## config.mk

```make
export PLATFORM = sky130hd
export DESIGN_NAME = if_id_buffer
export DESIGN_NICKNAME = d
export VERILOG_FILES = /design/src/rtl/if_id_buffer_pkg.sv /design/src/rtl/if_id_slot.sv /design/src/rtl/if_id_buffer.sv
export SDC_FILE = /design/constraint.sdc
export NUM_CORES = 1
export LEC_CHECK = 0
export BUFFER_PORTS_ARGS = -buffer_cell sky130_fd_sc_hd__buf_4
export CAP_MARGIN = 20
export CORE_ASPECT_RATIO = 1.5
export CORE_MARGIN = 2
export CORE_UTILIZATION = 45
export CTS_BUF_LIST = sky130_fd_sc_hd__clkbuf_8
export CTS_CLUSTER_DIAMETER = 200
export DETAILED_ROUTE_END_ITERATION = 8
export PLACE_DENSITY = 0.68
export SLEW_MARGIN = 20
export SYNTH_ARGS = -nofsm -noshare
export SYNTH_HDL_FRONTEND = slang
export SYNTH_SLANG_ARGS = --single-unit
```

## constraint.sdc

```tcl
create_clock -name clk -period 1.9 [get_ports clk]
set_clock_uncertainty 0.1 [all_clocks]
set_input_delay 0.095 -clock clk [delete_from_list [all_inputs] [get_ports clk]]
set_output_delay 0.095 -clock clk [all_outputs]
set_load 0.05 [all_outputs]
```

## src/rtl/if_id_buffer_pkg.sv

```systemverilog
// Shared fetch/decode pipeline definitions: widths, NOP word, fetch-packet
// struct and the buffer count states.
package if_id_buffer_pkg;

    localparam int INSTR_W = 16;
    localparam int PC_W    = 32;

    localparam logic [INSTR_W-1:0] NOP_INSTR      = 16'h0000;
    localparam logic [15:0]        BUBBLE_CNT_MAX = 16'hFFFF;

    typedef struct packed {
        logic [INSTR_W-1:0] instr;
        logic [INSTR_W-1:0] imm;
        logic [PC_W-1:0]    pc;
        logic [PC_W-1:0]    next_pc;
    } fetch_pkt_t;

    typedef enum logic [1:0] {
        CNT_EMPTY = 2'd0,
        CNT_ONE   = 2'd1,
        CNT_FULL  = 2'd2
    } cnt_state_e;

    function automatic logic [15:0] sat_inc16(input logic [15:0] value);
        logic [15:0] result;
        if (value == BUBBLE_CNT_MAX) begin
            result = value;
        end else begin
            result = value + 16'd1;
        end
        return result;
    endfunction

endpackage

```

## src/rtl/if_id_slot.sv

```systemverilog
// Single fetch-packet register with write enable and asynchronous
// active-low clear.
module if_id_slot
    import if_id_buffer_pkg::*;
(
    input  logic       clk,
    input  logic       rst,
    input  logic       i_we,
    input  fetch_pkt_t i_d,
    output fetch_pkt_t o_q
);

    fetch_pkt_t r_q;

    // Packet storage, loaded only when this slot is the write target.
    always_ff @(posedge clk or negedge rst) begin
        if (!rst) begin
            r_q <= '0;
        end else if (i_we) begin
            r_q <= i_d;
        end
    end

    assign o_q = r_q;

endmodule

```

## src/rtl/if_id_buffer.sv

```systemverilog
// Two-entry elastic fetch->decode buffer; drops bubbles, flushes on control
// flow. Define IF_ID_BUBBLE_CNT_EN to add the saturating bubble_count port.
module if_id_buffer
    import if_id_buffer_pkg::*;
(
    input  logic               clk,
    input  logic               rst,
    input  logic               in_valid,
    output logic               in_ready,
    input  logic [INSTR_W-1:0] in_instr,
    input  logic [INSTR_W-1:0] in_imm,
    input  logic [PC_W-1:0]    in_pc,
    input  logic [PC_W-1:0]    in_next_pc,
    input  logic               in_bubble,
    input  logic               flush,
    output logic               out_valid,
    input  logic               out_ready,
    output logic [INSTR_W-1:0] out_instr,
    output logic [INSTR_W-1:0] out_imm,
    output logic [PC_W-1:0]    out_pc,
    output logic [PC_W-1:0]    out_next_pc,
    output logic [1:0]         occupancy
`ifdef IF_ID_BUBBLE_CNT_EN
    ,
    output logic [15:0]        bubble_count
`endif
);

    cnt_state_e r_state;
    cnt_state_e w_state_next;
    logic       r_wptr;
    logic       r_rptr;
    logic       w_push;
    logic       w_pop;
    fetch_pkt_t w_in_pkt;
    fetch_pkt_t w_slot0;
    fetch_pkt_t w_slot1;
    fetch_pkt_t w_head;

    // Handshake terms come only from registered state, never from out_ready.
    assign in_ready  = (r_state != CNT_FULL);
    assign out_valid = (r_state != CNT_EMPTY);
    assign w_push    = in_valid & in_ready & ~in_bubble & ~flush;
    assign w_pop     = out_valid & out_ready & ~flush;

    assign w_in_pkt.instr   = in_instr;
    assign w_in_pkt.imm     = in_imm;
    assign w_in_pkt.pc      = in_pc;
    assign w_in_pkt.next_pc = in_next_pc;

    // Count state register.
    always_ff @(posedge clk or negedge rst) begin
        if (!rst) begin
            r_state <= CNT_EMPTY;
        end else begin
            r_state <= w_state_next;
        end
    end

    // Count next-state; flush overrides every other event.
    always_comb begin
        w_state_next = r_state;
        if (flush) begin
            w_state_next = CNT_EMPTY;
        end else begin
            case (r_state)
                CNT_EMPTY: begin
                    if (w_push) begin
                        w_state_next = CNT_ONE;
                    end else begin
                        w_state_next = CNT_EMPTY;
                    end
                end
                CNT_ONE: begin
                    if (w_push && !w_pop) begin
                        w_state_next = CNT_FULL;
                    end else if (w_pop && !w_push) begin
                        w_state_next = CNT_EMPTY;
                    end else begin
                        w_state_next = CNT_ONE;
                    end
                end
                CNT_FULL: begin
                    if (w_pop) begin
                        w_state_next = CNT_ONE;
                    end else begin
                        w_state_next = CNT_FULL;
                    end
                end
                default: begin
                    w_state_next = CNT_EMPTY;
                end
            endcase
        end
    end

    // Read/write pointers toggle between the two slots.
    always_ff @(posedge clk or negedge rst) begin
        if (!rst) begin
            r_wptr <= 1'b0;
            r_rptr <= 1'b0;
        end else if (flush) begin
            r_wptr <= 1'b0;
            r_rptr <= 1'b0;
        end else begin
            if (w_push) begin
                r_wptr <= ~r_wptr;
            end
            if (w_pop) begin
                r_rptr <= ~r_rptr;
            end
        end
    end

    if_id_slot u_slot0 (
        .clk  (clk),
        .rst  (rst),
        .i_we (w_push & (r_wptr == 1'b0)),
        .i_d  (w_in_pkt),
        .o_q  (w_slot0)
    );

    if_id_slot u_slot1 (
        .clk  (clk),
        .rst  (rst),
        .i_we (w_push & (r_wptr == 1'b1)),
        .i_d  (w_in_pkt),
        .o_q  (w_slot1)
    );

    // Head fields are masked while empty; stale slot contents never leak out.
    always_comb begin
        w_head = (r_rptr == 1'b1) ? w_slot1 : w_slot0;
        if (out_valid) begin
            out_instr   = w_head.instr;
            out_imm     = w_head.imm;
            out_pc      = w_head.pc;
            out_next_pc = w_head.next_pc;
        end else begin
            out_instr   = NOP_INSTR;
            out_imm     = 16'h0000;
            out_pc      = 32'h0000_0000;
            out_next_pc = 32'h0000_0000;
        end
    end

    assign occupancy = r_state;

`ifdef IF_ID_BUBBLE_CNT_EN
    logic [15:0] r_bubble_cnt;

    // Dropped bubbles are counted even in a flush cycle.
    always_ff @(posedge clk or negedge rst) begin
        if (!rst) begin
            r_bubble_cnt <= 16'h0000;
        end else if (in_valid & in_bubble & in_ready) begin
            r_bubble_cnt <= sat_inc16(r_bubble_cnt);
        end
    end

    assign bubble_count = r_bubble_cnt;
`endif

endmodule

```

==> impl_metrics.toml, run 1 <==
[synth]
synth.ff_latch_count = 196
synthSimpleGateAreaFrac_pct = 4.89
yosys.area_share.adder_pct = 0.140
yosys_warnings = 0
syn_avg_cell_area_um2 = 13.8
yosysSeqAreaShare_pct = 55.0
syn_nets = 748
synth_top_family_by_area = "multiplexers"
synth_compound_area_share_pct = 0.435
synthXorXnorAreaFrac_pct = 0.0983
syn_area_um2 = 8910
synthMuxAreaShare_pct = 36.7
yosysUniqueCellTypes = 26
syn-instance-count = 645

[timing]
hold_ws_ps = 27.9
post-route-period-util_pct = 110
slew_headroom_pct = 64.8
period_needed_ps = 2090
tightest_slew_ps = 528
finalWorstSetupSlack_ps = -186
drv_slew = 0
max_freq_mhz = 479
hold_viol_final = 0
setup_viol = 235
rsz0062_at_grt = "yes"
tns_ps = -15650

[clocking]
clockBufferDepth = 2
h-tree-depth = 4
numCtsBuffers = 17
clkSinkCount = 196
cts_tree = "built"
cts-root-buf = "clkbuf_8"
clk_latency_ps = 470
clkSlewWorstSetupHoldPaths_ps = 110

[die]
coreArea_um2 = 19600
die_height_um = 176
io_pins = 202
die_width_um = 119
dieArea_um2 = 21000
rows = 63
initial_utilization_pct = 45.4

[critical_path]
crit_slowest_cell = "dfrtp_4"
critPathArrivalTime_ps = 1890
crit_required_ps = 1700
path_cells = "buf_12, clkbuf_16, mux2i_1, nor2_2, buf_6"
cpLargestDelayFamily = "flip-flops"
critPathCaptureType = "output pin"
cp_num_buf_inv = 3
critPathMaxFanout = 8
crit_path_start_kind = "flop"
slowest_delay_ps = 550
critPathKind = "reg -> out"

[global_routing]
antenna_found_initial = 0
overflow = 0
grt_start_max_net_pins = 65
grt_use_total_pct = 22.9
grt_first_pass_wirelength_um = 37500
grt_pass1_vias = 7249

[detailed_routing]
dr.pass1.iters = 4
via_count = 6789
vias_per_cell = 5.32
drc = 0
detail_route.wl_per_cell_um = 22.3
ant_nets = 0
wl_um = 28500
drt_iter0_markers = 269

[power_and_ir_drop]
ir_drop_uv = 675
p_leak_nw = 6.56
power_density_nw_per_um2 = 896
finalPower_mw = 13.3

[run_status]
status = "finished with violations"
violations = "setup timing"

[final_layout]
drive_gt1_share_pct = 63.6
fin_nets = 1107
layout_commonest_cell = "dfrtp_1"
instances_no_fill = 1277
finish.instance_area_um2 = 14800
final_core_util_pct = 75.6
final_cell_mix = "193 x dfrtp_1, 124 x buf_4, 120 x mux2_4"
syn2layout_area_growth_pct = 66.4
n_antenna_cell = 0

[placed_design]
dp_hpwl_um = 14400
portBuffers = 201
placed_area_um2 = 11400
dp.cells = 1091
gp_congestion = 0.717
post-place-ws_ps = 2.78

[flow_run]
drv_cap = 0

[min_path]
hp-class = "in -> async"
==> worst paths after layout <==
kind,start,to,slack [ps],depth (start not counted)
setup / recovery,r_rptr,out_instr[12],-190,5
hold / removal,rst,u_slot1.o_q[2],30,2
setup reg to reg,occupancy[1],u_slot1.o_q[51],-90,7
hold reg to reg,u_slot0.o_q[47],u_slot0.o_q[47],410,1
max in group asynchronous,rst,occupancy[1],940,3
min in group clk,in_valid,r_wptr,240,4
==> cell families after synthesis <==
kind of cell	after synthesis
buffers and inverters	45
flip-flops	196
adder cells (fa/ha/maj)	1
AO/OA/AOI/OAI	6
XOR/XNOR	1
multiplexers	288
AND/OR/NAND/NOR	108
==> registers in the layout, indices dropped and copies added, names as in the netlist <==
register / count
u_slot0.o_q: 96
u_slot1.o_q: 96
occupancy: 2
r_rptr: 1
r_wptr: 1
==> metal layers <==
metal	global-route usage, %	share of wire, %
met5	0	0
met4	7.59	2.7
met3	4.07	3.7
met2	42.2	55
met1	26.8	39
==> cell usage after synthesis <==
cell type / n / area [µm²]
or3_1: 1 / 6.26
or4_1: 1 / 7.51
ha_1: 1 / 12.5
o2bb2a_1: 1 / 10.0
nand2_1: 1 / 3.75
buf_6: 5 / 56.3
clkbuf_1: 17 / 63.8
nor2_1: 99 / 372
inv_1: 2 / 7.51
mux2i_1: 96 / 961
nand2b_1: 1 / 6.26
nor2b_1: 1 / 6.26
nor4b_2: 1 / 15.0
o21ai_0: 2 / 10.0
a21oi_1: 2 / 10.0
buf_1: 3 / 11.3
nor3_1: 1 / 5.00
buf_2: 14 / 70.1
dfrtp_1: 196 / 4900
mux2_2: 152 / 1710
nand3b_1: 1 / 7.51
mux2_4: 40 / 601
or2_2: 1 / 6.26
buf_4: 4 / 30.0
xor2_1: 1 / 8.76
o22a_1: 1 / 8.76
==> report_power, final <==
part	internal, mW	switching [mW]
sequential	5.16	0.750
combinational	2.47	2.03
clock	1.35	1.54
total	8.97	4.32
==> repair_timing <==
action                                  CTS  global route
hold buffers                             99             0
pin swaps                                 5             8
setup buffers                            10            14
endpoints found under the setup margin  100           257
gates cloned                              5            28
gates resized for setup                 106           193
hold endpoints to repair                392             0
==> layout make-up <==
cell class	count	area (µm²)
inverter	2	7.51
timing repair buffer	380	4270
clock inverter	14	175
multi-input combinational	407	4900
clock buffer	18	248
sequential	196	4910
tap	260	325
fill	1213	4790
Note: power is estimated with default switching activity, not from simulation.
==> run 2, diff against run 1 <==
Settings changed: CELL_PAD_IN_SITES_DETAIL_PLACEMENT set to 1, CELL_PAD_IN_SITES_GLOBAL_PLACEMENT set to 1, CORE_UTILIZATION 45 to 41, PLACE_DENSITY 0.68 to 0.76.
==> impl_metrics.toml, run 2 (synthesis gave the netlist of run 1 again) <==
[clocking]
cts-root-buf = "clkbuf_8"
cts_tree = "built"
clockBufferDepth = 2
h-tree-depth = 4
numCtsBuffers = 17
clkSlewWorstSetupHoldPaths_ps = 100
clkSinkCount = 196
clk_latency_ps = 500

[timing]
slew_headroom_pct = 61.8
max_freq_mhz = 470
period_needed_ps = 2130
drv_slew = 0
setup_viol = 287
tightest_slew_ps = 573
hold_viol_final = 0
finalWorstSetupSlack_ps = -228
rsz0062_at_grt = "yes"
post-route-period-util_pct = 112
tns_ps = -41320

[run_status]
status = "finished with violations"
violations = "setup timing"

[critical_path]
critPathCaptureType = "output pin"
critPathMaxFanout = 5
crit_path_start_kind = "flop"
critPathArrivalTime_ps = 1930
rrSetupSlack_ps = -230
critPathKind = "reg -> out"
rr_startpoint = "occupancy[1]"
reg2reg_depth = 7
crit_required_ps = 1700
crit_slowest_cell = "dfrtp_2"
path_cells = "buf_6, nor2_4, buf_12, buf_12, bufbuf_16, nor2_2, buf_6"
slowest_delay_ps = 390
r2r-end = "u_slot1.o_q[83]"

[detailed_routing]
drt_iter0_markers = 311
dr.pass1.iters = 4
ant_nets = 0
via_count = 6930
drc = 0
detail_route.wl_per_cell_um = 26.8
wl_um = 34400
vias_per_cell = 5.40

[final_layout]
syn2layout_area_growth_pct = 64.1
nFillCells = 1895
final_core_util_pct = 67.8
final_cell_mix = "193 x dfrtp_1, 140 x buf_4, 99 x dlygate4sd3_1"
drive_gt1_share_pct = 63.3
fin_nets = 1102
layout_commonest_cell = "dfrtp_1"

[power_and_ir_drop]
clockPowerShare_pct = 22.0
p_sw_mw = 4.51
power_frac_comb_pct = 33.7
seq_power_share_pct = 44.3
internal_power_mw = 8.88
swShare_pct = 33.7
ir_drop_uv = 518
power_density_nw_per_um2 = 916
p_leak_nw = 6.51

[global_routing]
antenna_found_initial = 1
grt_pass1_vias = 7898
grt_first_pass_wirelength_um = 45300
grt_start_max_net_pins = 63
grt_use_total_pct = 25.9
overflow = 0

[placed_design]
portBuffers = 201
gp_congestion = 0.751
dp_hpwl_um = 15700

[die]
initial_utilization_pct = 41.4
dieArea_um2 = 23000
rows = 66
io_pins = 202
coreArea_um2 = 21600
die_width_um = 124
die_height_um = 185

[flow_run]
drv_cap = 0

[min_path]
hp-class = "in -> async"
run 2: cell count changes in the layout (fill, tap and decap cells not counted), moves of 4 or more:
cell,delta
mux2i_1,+6
nor2_1,-6
mux2i_4,-17
nor2_4,-4
mux2_2,+22
buf_16,+12
mux2_4,-22
buf_4,+16
buf_6,-27
mux2i_2,+11
nor2_2,+10
clkbuf_16,-4
run 2: how the worst max path moves through the flow:
stage / start / end / depth (start not counted)
6_report: occupancy[1] / out_pc[8] / 7
5_1_grt: r_rptr / out_imm[1] / 4
4_1_cts: occupancy[0] / out_instr[1] / 8
3_5_place_dp: occupancy[1] / u_slot1.o_q[54] / 5
3_3_place_gp: occupancy[1] / u_slot1.o_q[22] / 5
2_1_floorplan: occupancy[1] / u_slot0.o_q[0] / 6
run 2: what timing repair did:
action / in CTS / in global routing
gates resized for setup: 137 / 101
setup endpoints to repair: 126 / 247
cloned: 16 / 22
hold buffers: 99 / 0
hold endpoints to repair: 392 / 0
pin swaps: 22 / 4
buffers inserted: 16 / 4
run 2: critical path: cells and delay by family (launching register included):
| family | cells | cell delay, ps |
|---|---|---|
| DFF | 1 | 390 |
| and+or+nand+nor | 2 | 210 |
| buffers and inverters | 5 | 840 |
run 2: per-layer routing:
metal  routed length, µm  track usage (%)
met5                   0                0
met3                1070             4.09
met4                1400             9.80
met2               19200             50.6
met1               12800             27.7
run 2: power by group through the flow:
stage | combinational, mW | sequential (mW) | clock (mW)
2_1_floorplan | 2.47 | 5.58 | 0
3_3_place_gp | 3.22 | 5.66 | 0
3_5_place_dp | 3.37 | 5.77 | 0
4_1_cts | 4.07 | 5.74 | 2.97
5_1_grt | 4.72 | 6.01 | 3.18
6_report | 4.51 | 5.93 | 2.95
run 2: per-stage QoR:
step                setup slack (ps)  instance area (µm²)  hold slack, ps  power, mW  instances
floorplan                       -201                 9320            -301       8.05        645
global route                    -297                14600             102       13.9       1284
finish                          -228                14600            88.7       13.4       1284
global placement                10.9                11300            25.8       8.89       1099
CTS                             -191                13900            55.6       12.8       1261
detailed placement             -18.7                11300            36.5       9.15       1099
run 2: cell type report:
cell class / instances / area, µm² / area share [%]
Tap cell: 272 / 340 / 2.33
Clock buffer: 19 / 262 / 1.79
Clock inverter: 12 / 155 / 1.06
Inverter: 2 / 7.51 / 0.0513
Antenna cell: 1 / 2.50 / 0.0171
Sequential cell: 196 / 4910 / 33.6
Multi-Input combinational cell: 406 / 4630 / 31.7
Timing Repair Buffer: 376 / 4310 / 29.5
==> run 3, diff against run 2 <==
Settings changed: PLACE_DENSITY 0.76 to not set, PLACE_DENSITY_LB_ADDON set to 0.15.
==> impl_metrics.toml, run 3 (synthesis gave the netlist of run 1 again) <==
[run_status]
status = "finished with violations"
violations = "setup timing"

[placed_design]
gp_congestion = 0.751
dp.cells = 1107
dp_hpwl_um = 15600
portBuffers = 201
post-place-ws_ps = 28.1

[final_layout]
final_core_util_pct = 66.2
instances_no_fill = 1270
final_cell_mix = "193 x dfrtp_1, 127 x mux2_2, 127 x buf_4"
syn2layout_area_growth_pct = 60.1
n_antenna_cell = 0
drive_gt1_share_pct = 63.7
nFillCells = 1938
layout_commonest_cell = "dfrtp_1"
fin_nets = 1090

[global_routing]
grt_use_total_pct = 24.3
grt_start_max_net_pins = 59
grt_first_pass_wirelength_um = 43000
antenna_found_initial = 0
grt_pass1_vias = 7545
overflow = 0

[timing]
setup_viol = 201
tightest_slew_ps = 537
tns_ps = -14530
rsz0062_at_grt = "yes"
hold_viol_final = 0
period_needed_ps = 2070
max_freq_mhz = 482
drv_slew = 0
post-route-period-util_pct = 109
slew_headroom_pct = 64.2
finalWorstSetupSlack_ps = -174

[detailed_routing]
dr.pass1.iters = 4
ant_nets = 0
via_count = 6580
drt_iter0_markers = 264
vias_per_cell = 5.18
wl_um = 28800
detail_route.wl_per_cell_um = 22.7
drc = 0

[critical_path]
critPathArrivalTime_ps = 1880
crit_path_start_kind = "flop"
critPathMaxFanout = 10
critPathCaptureType = "output pin"
critPathKind = "reg -> out"
crit_required_ps = 1700

[die]
dieArea_um2 = 23000
die_height_um = 185
io_pins = 202
coreArea_um2 = 21600
die_width_um = 124
initial_utilization_pct = 41.4
rows = 66

[clocking]
cts-root-buf = "clkbuf_8"
clkSlewWorstSetupHoldPaths_ps = 100
clkSinkCount = 196
h-tree-depth = 4
clk_latency_ps = 470
numCtsBuffers = 17
clockBufferDepth = 2
cts_tree = "built"

[power_and_ir_drop]
p_leak_nw = 6.30
power_density_nw_per_um2 = 886
ir_drop_uv = 547

[flow_run]
drv_cap = 0

[min_path]
hp-class = "in -> async"
run 3: cell types whose count changed in the layout (fill, tap and decap cells not counted), sizes merged:
cell / delta
clkbuf: -7
buf: -5
bufinv: -3
clkinv: +3
clkinvlp: +2
inv: -2
diode: -1
or4: -1
run 3: cell type report:
| cell class | instances | area, µm² | share of cell area [%] |
|---|---|---|---|
| tap | 272 | 340 | 2.38 |
| inverter | 2 | 7.51 | 0.0526 |
| timing repair buffer | 365 | 4100 | 28.7 |
| sequential | 196 | 4910 | 34.4 |
| clock buffer | 18 | 248 | 1.74 |
| clock inverter | 12 | 86.3 | 0.605 |
| multi-input combinational | 405 | 4580 | 32.1 |
run 3: worst paths after layout:
path | start | to | slack, ps | cells past startpoint
setup / recovery | r_rptr | out_pc[31] | -170 | 5
hold reg to reg | u_slot0.o_q[95] | u_slot0.o_q[95] | 410 | 1
hold / removal | rst | u_slot0.o_q[8] | 40 | 2
max in group asynchronous | rst | r_rptr | 950 | 3
min in group clk | in_valid | r_wptr | 140 | 4
setup reg to reg | occupancy[0] | u_slot0.o_q[62] | -100 | 6
run 3: power by group:
part           switching [mW]  internal (mW)  leakage, nW
clock network            1.49          0.925        0.161
registers               0.740           5.16         2.40
logic                    2.01           2.32         3.74
total                    4.24           8.41         6.30
run 3: worst max-delay path, stage by stage, from the launching register on:
cell and delay (ps):
dfrtp_4 560, buf_12 170, buf_16 150, mux2i_1 130, nor2_1 200, buf_6 200
run 3: per-layer routing:
metal	vias to the layer above	routed length (µm)	global-route usage [%]
li1	2934	-	-
met1	3437	11300	28.8
met2	173	16100	45.0
met3	36	808	4.21
met4	0	588	7.10
met5	-	0	0
run 3: through the flow:
stage	hold slack (ps)	total power [mW]	area (µm²)
global placement	12.4	8.95	11400
floorplan	-301	8.05	9320
detailed placement	22.1	9.19	11400
global route	51.4	13.2	14300
CTS	63.4	12.4	13900
finish	36.1	12.6	14300
run 3: what timing repair did:
| item | CTS | global route |
|---|---|---|
| setup endpoints to repair | 96 | 116 |
| hold buffers | 99 | 0 |
| endpoints found under the hold margin | 392 | 0 |
| gates resized for setup | 167 | 51 |
| buffers inserted | 13 | 2 |
| pin swaps | 14 | 4 |
| gates cloned | 13 | 8 |
